File: config.mk
export PLATFORM = sky130hd
export DESIGN_NAME = a2d_spi_intf
export DESIGN_NICKNAME = d
export VERILOG_FILES = /design/src/rtl/a2d_spi_intf.sv
export SDC_FILE = /design/constraint.sdc
export NUM_CORES = 1
export LEC_CHECK = 0
export ABC_AREA = 1
export CORE_MARGIN = 1
export CORE_UTILIZATION = 35
export DETAILED_ROUTE_END_ITERATION = 7
export GPL_TIMING_DRIVEN = 0
export MAX_ROUTING_LAYER = met4
export SYNTH_ARGS = -nofsm -noshare
export SYNTH_HDL_FRONTEND = slang
export SYNTH_SLANG_ARGS = --single-unit
File: constraint.sdc
create_clock -name clk -period 2.4 [get_ports clk]
set_clock_uncertainty 0.1 [all_clocks]
set_input_delay 0.24 -clock clk [delete_from_list [all_inputs] [get_ports clk]]
set_output_delay 0.24 -clock clk [all_outputs]
set_load 0.01 [all_outputs]
File: src/rtl/a2d_spi_intf.sv
// SPI master for an 8-channel 12-bit A2D: one mux-setting frame, a fixed gap,
// then a sampling frame whose low 12 bits become the result.
module a2d_spi_intf #(
    parameter int unsigned DIV_W    = 5,
    parameter int unsigned GAP_CLKS = 32
) (
    input  logic        clk,
    input  logic        rst_n,
    input  logic        strt_cnv,
    input  logic [2:0]  chnnl,
    output logic        cnv_cmplt,
    output logic [11:0] res,
    output logic        SS_n,
    output logic        SCLK,
    output logic        MOSI,
    input  logic        MISO
);

    localparam int unsigned FRAME_W = 16;
    localparam int unsigned RES_W   = 12;
    localparam int unsigned BCNT_W  = 5;
    localparam int unsigned GAP_W   = (GAP_CLKS > 1) ? $clog2(GAP_CLKS) : 1;

    localparam logic [DIV_W-1:0]  DIV_HALF  = DIV_W'(1) << (DIV_W - 1);
    localparam logic [DIV_W-1:0]  DIV_RISE  = DIV_HALF - DIV_W'(1);
    localparam logic [DIV_W-1:0]  DIV_MAX   = '1;
    localparam logic [BCNT_W-1:0] BCNT_FULL = BCNT_W'(FRAME_W);
    localparam logic [GAP_W-1:0]  GAP_LAST  = GAP_W'(GAP_CLKS - 1);

    typedef enum logic [2:0] {
        IDLE = 3'd0,
        TXN1 = 3'd1,
        GAP  = 3'd2,
        TXN2 = 3'd3,
        DONE = 3'd4
    } state_t;

    state_t               state, state_nxt;
    logic [DIV_W-1:0]     div, div_nxt;
    logic [BCNT_W-1:0]    bcnt, bcnt_nxt;
    logic [GAP_W-1:0]     gap_cnt, gap_nxt;
    logic [FRAME_W-1:0]   shift, shift_nxt;
    logic [2:0]           chnnl_q, chnnl_nxt;
    logic                 ss_n_nxt;
    logic                 sclk_nxt;
    logic                 cmplt_nxt;
    logic [RES_W-1:0]     res_nxt;

    // Register all state and outputs; SS_n/SCLK return high asynchronously on reset
    always_ff @(posedge clk or negedge rst_n) begin
        if (!rst_n) begin
            state     <= IDLE;
            div       <= '0;
            bcnt      <= '0;
            gap_cnt   <= '0;
            shift     <= '0;
            chnnl_q   <= '0;
            SS_n      <= 1'b1;
            SCLK      <= 1'b1;
            MOSI      <= 1'b0;
            cnv_cmplt <= 1'b0;
            res       <= '0;
        end else begin
            state     <= state_nxt;
            div       <= div_nxt;
            bcnt      <= bcnt_nxt;
            gap_cnt   <= gap_nxt;
            shift     <= shift_nxt;
            chnnl_q   <= chnnl_nxt;
            SS_n      <= ss_n_nxt;
            SCLK      <= sclk_nxt;
            MOSI      <= shift_nxt[FRAME_W-1];
            cnv_cmplt <= cmplt_nxt;
            res       <= res_nxt;
        end
    end

    // Next-state and datapath: two frames separated by a chip-select gap
    always_comb begin
        state_nxt = state;
        div_nxt   = div;
        bcnt_nxt  = bcnt;
        gap_nxt   = gap_cnt;
        shift_nxt = shift;
        chnnl_nxt = chnnl_q;
        ss_n_nxt  = SS_n;
        cmplt_nxt = cnv_cmplt;
        res_nxt   = res;

        case (state)
            IDLE: begin
                if (strt_cnv) begin
                    chnnl_nxt = chnnl;
                    shift_nxt = {2'b00, chnnl, 11'h000};
                    cmplt_nxt = 1'b0;
                    ss_n_nxt  = 1'b0;
                    div_nxt   = DIV_HALF;
                    bcnt_nxt  = '0;
                    state_nxt = TXN1;
                end
            end
            TXN1, TXN2: begin
                div_nxt = div + DIV_W'(1);
                // SCLK rising edge: capture MISO, present next MOSI bit
                if (div == DIV_RISE && bcnt != BCNT_FULL) begin
                    shift_nxt = {shift[FRAME_W-2:0], MISO};
                    bcnt_nxt  = bcnt + BCNT_W'(1);
                end
                // End of frame before the would-be 17th falling edge
                if (bcnt == BCNT_FULL && div == DIV_MAX) begin
                    ss_n_nxt = 1'b1;
                    if (state == TXN1) begin
                        gap_nxt   = '0;
                        state_nxt = GAP;
                    end else begin
                        res_nxt   = shift[RES_W-1:0];
                        state_nxt = DONE;
                    end
                end
            end
            GAP: begin
                if (gap_cnt == GAP_LAST) begin
                    shift_nxt = {2'b00, chnnl_q, 11'h000};
                    div_nxt   = DIV_HALF;
                    bcnt_nxt  = '0;
                    ss_n_nxt  = 1'b0;
                    state_nxt = TXN2;
                end else begin
                    gap_nxt = gap_cnt + GAP_W'(1);
                end
            end
            DONE: begin
                cmplt_nxt = 1'b1;
                state_nxt = IDLE;
            end
            default: state_nxt = IDLE;
        endcase

        sclk_nxt = ss_n_nxt | div_nxt[DIV_W-1];
    end

endmodule

# Word level (Yosys, flattened, before mapping)
# Index checks and enable logic that the tools add are counted.
# W data, S select, Z words.
# totals
out_inout_bits,16
romBits,0
n_memories,0
mem_bits_rw,0
latchBits,0
inputBits,7
regBits,52
elab_cells,72
# classes
n_addsub,3
shift,0
div_mod_pow,0
mux,26
n_mul,0
bitwise,2
eq_ne,15
reduce_logical,14
n_lt_le_gt_ge,0
# ops
op,count
$mux W16,3
$pmux W16 S3,1
$mux W5,8
$pmux W5 S3,2
$add A5 B1 Y5 const B,3
$eq A5 B5 Y1 const B,3
$mux W3,4
$ne A2 B2 Y1 const B,6
$pmux W5 S2,1
$pmux W3 S3,1
$reduce_and A3 Y1,3
$reduce_and A4 Y1,2
$eq A3 B2 Y1 const B,2
$eq A5 B4 Y1 const B,1
$ne A5 B5 Y1 const B,1
$mux W1,4
$reduce_and A2 Y1,2
$reduce_bool A2 Y1,2
$eq A3 B1 Y1 const B,1
$eq A3 B3 Y1 const B,1
$logic_not A3 Y1,1
$pmux W1 S3,1
$reduce_bool A3 Y1,1
$logic_and A1 B1 Y1,2
4 further kinds,4

# Longest topological paths before layout
# Gate-level depths: netlist of run 1.
# logic_depth
word_depth,5
mapped_depth,12
depth_no_buf,11

# Worst setup path after synthesis of run 1
# No wires, ideal clock.
# synth_timing
path_kind,reg-to-reg
startpoint,register gap_cnt[0]
endpoint,register bcnt[3]
n_path_buf,1
path_slack_ns,0.673
arrival_time_ns,1.562
stages_incl_launch_ff,13
setup_time_ns,0.065
period_less_slack_ns,1.727
t_required_ns,2.235
cell_sequence,dfrtp_1 > ha_1 > nand2_1 > nor2_1 > ha_1 > inv_1 > nand3_1 > nand2_4 > inv_4 > nand2_4 > buf_6 > nand2_1 > nand2_1
# synth_between
elab_chain_len,3
# synth_lines
element,line,source
"start, declared",41,"logic [GAP_W-1:0] gap_cnt, gap_nxt;"
"start signal, assigned",67,gap_cnt <= gap_nxt;
$eq A5 B5 Y1,122,if (gap_cnt == GAP_LAST) begin
$ne A2 B2 Y1 (no source line),n/a,
$reduce_and A4 Y1 (no source line),n/a,
"end signal, assigned",66,bcnt <= bcnt_nxt;
"end, declared",40,"logic [BCNT_W-1:0] bcnt, bcnt_nxt;"
# Every way passes these cells.
# A chain may end at the register's enable or synchronous reset.

# Final worst setup path of run 1
# layout_timing
startpoint,register gap_cnt[0]
endpoint,register shift[11]
# layout_between
elab_chain_len,3
# layout_lines
element,line,source
$eq A5 B5 Y1,122,
$ne A2 B2 Y1 (no source line),n/a,
$reduce_and A4 Y1 (no source line),n/a,
"end signal, assigned",68,shift <= shift_nxt;
"end, declared",42,"logic [FRAME_W-1:0] shift, shift_nxt;"
# Every way passes these cells.

==> results of run 1 <==
final cells by class:
| class | instances | area, um^2 |
|---|---|---|
| fill | 669 | 3890 |
| sequential | 52 | 1300 |
| multi-input combinational | 228 | 1030 |
| timing repair buffer | 24 | 245 |
| tap | 96 | 120 |
| inverter | 25 | 96.3 |
| buffer | 9 | 85.1 |
| clock buffer | 6 | 82.6 |
| clock inverter | 1 | 8.76 |
logic make-up after synthesis:
family	after synthesis	synth area share [%]
xor+xnor	1	0.348
flops	52	51.8
compound gates	5	0.993
fa+ha+maj	7	3.48
simple gates	215	36.2
buf+inv	34	7.20
critical path: stages, from the launching register on:
cell	delay [ps]
dfrtp_1	440
ha_1	200
nand2_1	80
nor2_1	110
ha_1	180
inv_1	80
nand3_1	160
nand2_4	90
inv_4	130
nand2_4	70
buf_6	140
nand2_1	60
nand2_1	60
worst paths after layout:
| kind | endpoint | slack [ps] |
|---|---|---|
| worst min-delay path | cnv_cmplt$_DFFE_PN0P_ | 330 |
| worst min register to register | res[2]$_DFFE_PN0P_ | 390 |
| worst max-delay path | shift[11]$_DFFE_PN0P_ | 380 |
| min in group clk | shift[0]$_DFFE_PN0P_ | 370 |
| max in group asynchronous | SS_n$_DFF_PN1_ | 1250 |
| worst max register to register | shift[11]$_DFFE_PN0P_ | 380 |
flip-flops by register name, indices dropped and copies added, names as in the netlist:
register / cells
shift: 16
res: 12
bcnt: 5
div: 5
gap_cnt: 5
chnnl_q: 3
state: 3
SCLK: 1
SS_n: 1
cnv_cmplt: 1
power groups by stage:
| stage | Clock [mW] | Combinational [mW] | Sequential [mW] |
|---|---|---|---|
| detailed placement | 0 | 0.0348 | 0.896 |
| finish | 0.518 | 0.0343 | 0.879 |
| global placement | 0 | 0.0315 | 0.896 |
| CTS | 0.534 | 0.0364 | 0.879 |
| global route | 0.573 | 0.0399 | 0.879 |
| floorplan | 0 | 0.00216 | 0.896 |
synthesized netlist by cell type, drive strengths merged:
master | instances | area (um^2)
nand2 | 156 | 611
nand3 | 32 | 173
nor2 | 18 | 72.6
ha | 7 | 87.6
nor3 | 1 | 5.00
nand4 | 4 | 25.0
a21oi | 1 | 5.00
or2 | 3 | 18.8
o21ai | 4 | 20.0
dfstp | 2 | 52.6
buf | 9 | 85.1
dfrtp | 50 | 1250
xnor2 | 1 | 8.76
nand3b | 1 | 7.51
inv | 25 | 96.4
stage by stage:
stage               utilization (%)  setup WS, ps  total power [mW]  std cells  hold WS [ps]
detailed placement             41.8           443             0.931        433           148
CTS                            43.3           388              1.45        441           340
global route                   43.3           170              1.49        441           368
finish                         43.3           379              1.43        441           325
floorplan                         -           673             0.898        314          -156
global placement               41.6          -665             0.927        432           364
routing by layer:
metal,wire (um),vias up,part of all wire [%]
met5,0,-,0
met2,2330,32,47
met3,132,8,2.7
met1,2430,944,49
met4,96,0,1.9
li1,-,1032,-
timing repair:
| item | in CTS | in global routing |
|---|---|---|
| hold endpoints to repair | 18 | 0 |
| hold buffers | 1 | 0 |
| setup buffers | 0 | 0 |
==> run metrics, run 1 <==
status finished, final reports clean; GRT Resource Usage Total 15.9%; WL final 4980 um; met2 usage 25.1%; Max rail drop VDD 0.000241 V; synth unique cells 23; Combinational Power Share 2.4%; Yosys Warn Count 0; CTS Buf Count 5; I/O Buffers 22; met3 usage 3.24%; Required @ worst endpoint 2490 ps; number of global-route vias before repair 1991; critical path class flop to flop; fmax 495 MHz; H-tree levels 2; R2R depth 12; Clk pin slew, worst setup/hold paths 100 ps; Flop pwr share 61.4%; worst skew pair latency 310 ps; mean routed wirelength per cell 11.3 um; Min Clock Period, post-route 2020 ps; Startpoint Class flop; IO Pins 23; CTS tree built; dpl cell area 2870 um^2; GRT met1 Usage 20.1%; Chip Height 86.8 um; Pwr per Cell Area 481 nW/um^2; DIE AREA 7540 um^2; Final Setup Violations 0; grt total ovfl 0; CP Capture Type flop; setup TNS 0 ps; design area 2980 um^2; Sink Count 52; Worst R2R Start gap_cnt[0]$_DFFE_PN0P_; starting density of the core 36.7%; 1st-iter DRT viols 119; unrepaired setup endpoints after global routing no; share of layout cells above drive strength 1 9.57%; Vias/cell 4.57; P&R area growth vs syn 18.1%; internal power 1.12 mW; Net Switching 310 uW; most frequent cells in the layout 152 x nand2_1, 50 x dfrtp_1, 31 x nand3_1; Core Area 6870 um^2; first-pass GRT wire length 9060 um; max cap viols 0; GR peak layer met2; # resized after CTS 0; Slew Limit Fails 0; number of diodes 0; routability cong. 0.796; final net count 359; clock power share 36.2%; crit-path max FO 10; largest net degree at the start of global routing 34; mapped cell area 2520 um^2; via count 2016; synthesized flop and latch total 52; fin crit share 84.2%; Fin. Hold Viols 0; clock tree buffer depth 2; Worst-Margin Slew 512 ps; dpl hpwl 3520 um; CP startpoint gap_cnt[0]$_DFFE_PN0P_; Leak Pwr 1.57 nW; crit path DAT 2110 ps; cell count after synthesis 314; syn_area_per_cell 8.02 um^2; sequential element share of the synthesized area 51.8%; Tightest Hold Check Type input pin to asynchronous set/reset pin; net switching fraction of the power 21.7%; DRC viols 0; Syn Nets 328; initial antenna violation count 0; antenna viol nets, final 0; Cell Rows 30; Chip Width 86.8 um; iteration count of the initial detailed-routing pass 4; root buf cell clkbuf_8; most common cell after layout, fill and taps aside nand2_1; Relative slew margins 65.9%
(Power assumes the default switching activity.)
==> inputs of run 2 (changes only) <==
- clock period: 2.4 -> 1.7 ns (I/O delays scaled with it)
==> run 2 against run 1 <==
  * Power grew 42%
  * Register-to-register slack lost 490 ps
  * First-iteration DRC count fell by 13%
  * Largest power group unchanged
  * Combinational power is 44% higher
  * The run now ends with setup timing left
  * Utilization is 9.1 points higher
==> run metrics, run 2 (same netlist as run 1, synthesis figures left out) <==
most flop-heavy register shift (unchanged); FILL cells 629 (was 669); Tightest Hold Check Type input pin to asynchronous set/reset pin (unchanged); Placed Instances 433 (unchanged); Chip Height 86.8 um (unchanged); Flop pwr share 61.2% (was 61.4%); crit-path cells ha_2 > nand2_2 > nor2_2 > ha_2 > inv_4 > nand3_4 > nand2_4 > inv_8 > nand2_8 > buf_6 > nand2_1 > nand2_1 (was ha_1 > nand2_1 > nor2_1 > ha_1 > inv_1 > nand3_1 > nand2_4 > inv_4 > nand2_4 > buf_6 > nand2_1 > nand2_1); internal power 1.55 mW (was 1.12 mW); Slew Limit Fails 0 (unchanged); IO Pins 23 (unchanged); share of layout cells above drive strength 1 36.3% (was 9.57%); net switching fraction of the power 23.6% (was 21.7%); starting density of the core 36.7% (unchanged); dpl cell area 2880 um^2 (was 2870 um^2); initial antenna violation count 0 (unchanged); P&R area growth vs syn 43.0% (was 18.1%); mean routed wirelength per cell 12.3 um (was 11.3 um); setup TNS -2270 ps (was 0 ps); most common cell after layout, fill and taps aside nand2_1 (unchanged); most frequent cells in the layout 97 x nand2_1, 50 x dfrtp_1, 46 x nand2_2 (was 152 x nand2_1, 50 x dfrtp_1, 31 x nand3_1); first-pass GRT wire length 9410 um (was 9060 um); I/O Buffers 22 (unchanged); Leak Pwr 1.77 nW (was 1.57 nW); fmax 553 MHz (was 495 MHz); Sink Count 52 (unchanged); crit path DAT 1930 ps (was 2110 ps); clock power share 36.4% (was 36.2%); Chip Width 86.8 um (unchanged); critical path class flop to flop (unchanged); Required @ worst endpoint 1820 ps (was 2490 ps); dpl hpwl 3460 um (was 3520 um); CP Capture Type flop (unchanged); root buf cell clkbuf_8 (unchanged); Vias/cell 4.70 (was 4.57); crit-path max FO 5 (was 10); R2R depth 12 (unchanged); CTS tree built (unchanged); Relative slew margins 77.1% (was 65.9%); H-tree levels 2 (unchanged); number of global-route vias before repair 2066 (was 1991); area of the multi-input gates 1370 um^2 (was 1030 um^2); DIE AREA 7540 um^2 (unchanged); Worst-Margin Slew 343 ps (was 512 ps); Fin. Hold Viols 0 (unchanged); unrepaired setup endpoints after global routing yes (was no); iteration count of the initial detailed-routing pass 4 (unchanged); clock tree buffer depth 2 (unchanged); design area 3600 um^2 (was 2980 um^2); Core Area 6870 um^2 (unchanged); Clk pin slew, worst setup/hold paths 100 ps (about the same); fin crit share 106% (was 84.2%); Largest register FFs 16 (unchanged); reg2reg setup slack -110 ps (was 380 ps); Net Switching 479 uW (was 310 uW); Non-Filler Instances 468 (was 441); antenna viol nets, final 0 (unchanged); max cap viols 0 (unchanged); routability cong. 0.804 (was 0.796); CP max-delay cell dfrtp_1 (unchanged); Largest regs shift x16, res x12 (unchanged); status finished with violations (was finished, final reports clean); Final Setup Violations 38 (was 0); via count 2200 (was 2016); CTS Buf Count 5 (unchanged); Combinational Power Share 2.4% (about the same); worst skew pair latency 320 ps (was 310 ps); grt total ovfl 0 (unchanged); GRT Resource Usage Total 16.8% (was 15.9%); Min Clock Period, post-route 1810 ps (was 2020 ps); Max stage delay on crit path 380 ps (was 440 ps); Worst R2R Start gap_cnt[0]$_DFFE_PN0P_ (unchanged); number of diodes 0 (unchanged); RR Endpoint shift[15]$_DFFE_PN0P_ (was shift[11]$_DFFE_PN0P_); failing checks setup timing; 1st-iter DRT viols 104 (was 119); Cell Rows 30 (unchanged); Max rail drop VDD 0.000388 V (was 0.000241 V); Startpoint Class flop (unchanged); Pwr per Cell Area 564 nW/um^2 (was 481 nW/um^2); WL final 5740 um (was 4980 um); DRC viols 0 (unchanged); final setup margin -109 ps (was 379 ps); final net count 385 (was 359); largest net degree at the start of global routing 40 (was 34); Reg area 1300 um^2 (unchanged)
==> run 2: changes by cell type in the layout (fill, tap and decap cells not counted), sizes merged <==
cell      delta
buf         +25
inv          +1
clkinvlp     +1
==> run 2: final cells by class <==
| class | count | area share, % |
|---|---|---|
| clock buffers | 5 | 1.91 |
| multi-input cells | 228 | 38.0 |
| inverters | 25 | 3.16 |
| clock inverters | 3 | 0.590 |
| plain buffers | 9 | 2.81 |
| repair buffers | 50 | 14.0 |
| flip-flops and latches | 52 | 36.2 |
| well taps | 96 | 3.33 |
==> run 2: critical path, delay by kind of cell, from the launching register on <==
| kind | cells | cell delay, ps |
|---|---|---|
| AND/OR/NAND/NOR | 7 | 540 |
| adder cells (fa/ha/maj) | 2 | 420 |
| flip-flops | 1 | 380 |
| buffers and inverters | 3 | 280 |
==> run 2: metrics by stage <==
stage / hold slack [ps] / util, % / worst slack, ps / total power [mW]
2_1_floorplan: -226 / - / 11.4 / 1.27
3_3_place_gp: 364 / 41.7 / -1280 / 1.31
3_5_place_dp: -1.69 / 41.9 / -229 / 1.31
4_1_cts: 197 / 46.6 / -76.8 / 2.05
5_1_grt: 207 / 52.4 / -192 / 2.12
6_report: 183 / 52.4 / -109 / 2.03
==> run 2: worst max path at each step <==
stage	from	end	slack, ps	cells past startpoint
floorplan	gap_cnt[0]$_DFFE_PN0P_	bcnt[3]$_DFFE_PN0P_	10	12
global placement	rst_n	res[7]$_DFFE_PN0P_	-1280	1
global route	gap_cnt[0]$_DFFE_PN0P_	shift[15]$_DFFE_PN0P_	-190	12
detailed placement	div[0]$_DFFE_PN0P_	res[4]$_DFFE_PN0P_	-230	11
CTS	div[0]$_DFFE_PN0P_	shift[12]$_DFFE_PN0P_	-80	12
finish	gap_cnt[0]$_DFFE_PN0P_	shift[15]$_DFFE_PN0P_	-110	12
==> run 2: what timing repair did <==
item | CTS | global route
pin swaps | 15 | 28
setup endpoints to repair | 44 | 47
cloned | 2 | 2
setup buffers | 14 | 8
hold buffers | 1 | 0
hold endpoints to repair | 18 | 0
gates resized for setup | 37 | 90
==> run 2: power by group through the flow <==
stage	Combinational [mW]	Sequential [mW]	Clock, mW
after floorplan	0.00305	1.26	0
after global placement	0.0443	1.26	0
after detailed placement	0.0492	1.26	0
after CTS	0.0515	1.24	0.755
after global routing	0.0573	1.24	0.815
final	0.0494	1.24	0.739
==> run 2: routing by layer <==
| layer | track usage, % | vias up | part of all wire [%] |
|---|---|---|---|
| met5 | - | - | 0 |
| met3 | 2.67 | 8 | 2.3 |
| li1 | - | 1090 | - |
| met4 | 7.42 | 0 | 1.6 |
| met2 | 26.5 | 22 | 51 |
| met1 | 21.2 | 1080 | 45 |
==> inputs of run 3 (changes only) <==
- CTS_CLUSTER_DIAMETER: not set -> 40
==> results of run 3 <==
No change in the layout: final DEF, timing and power equal those of run 2.
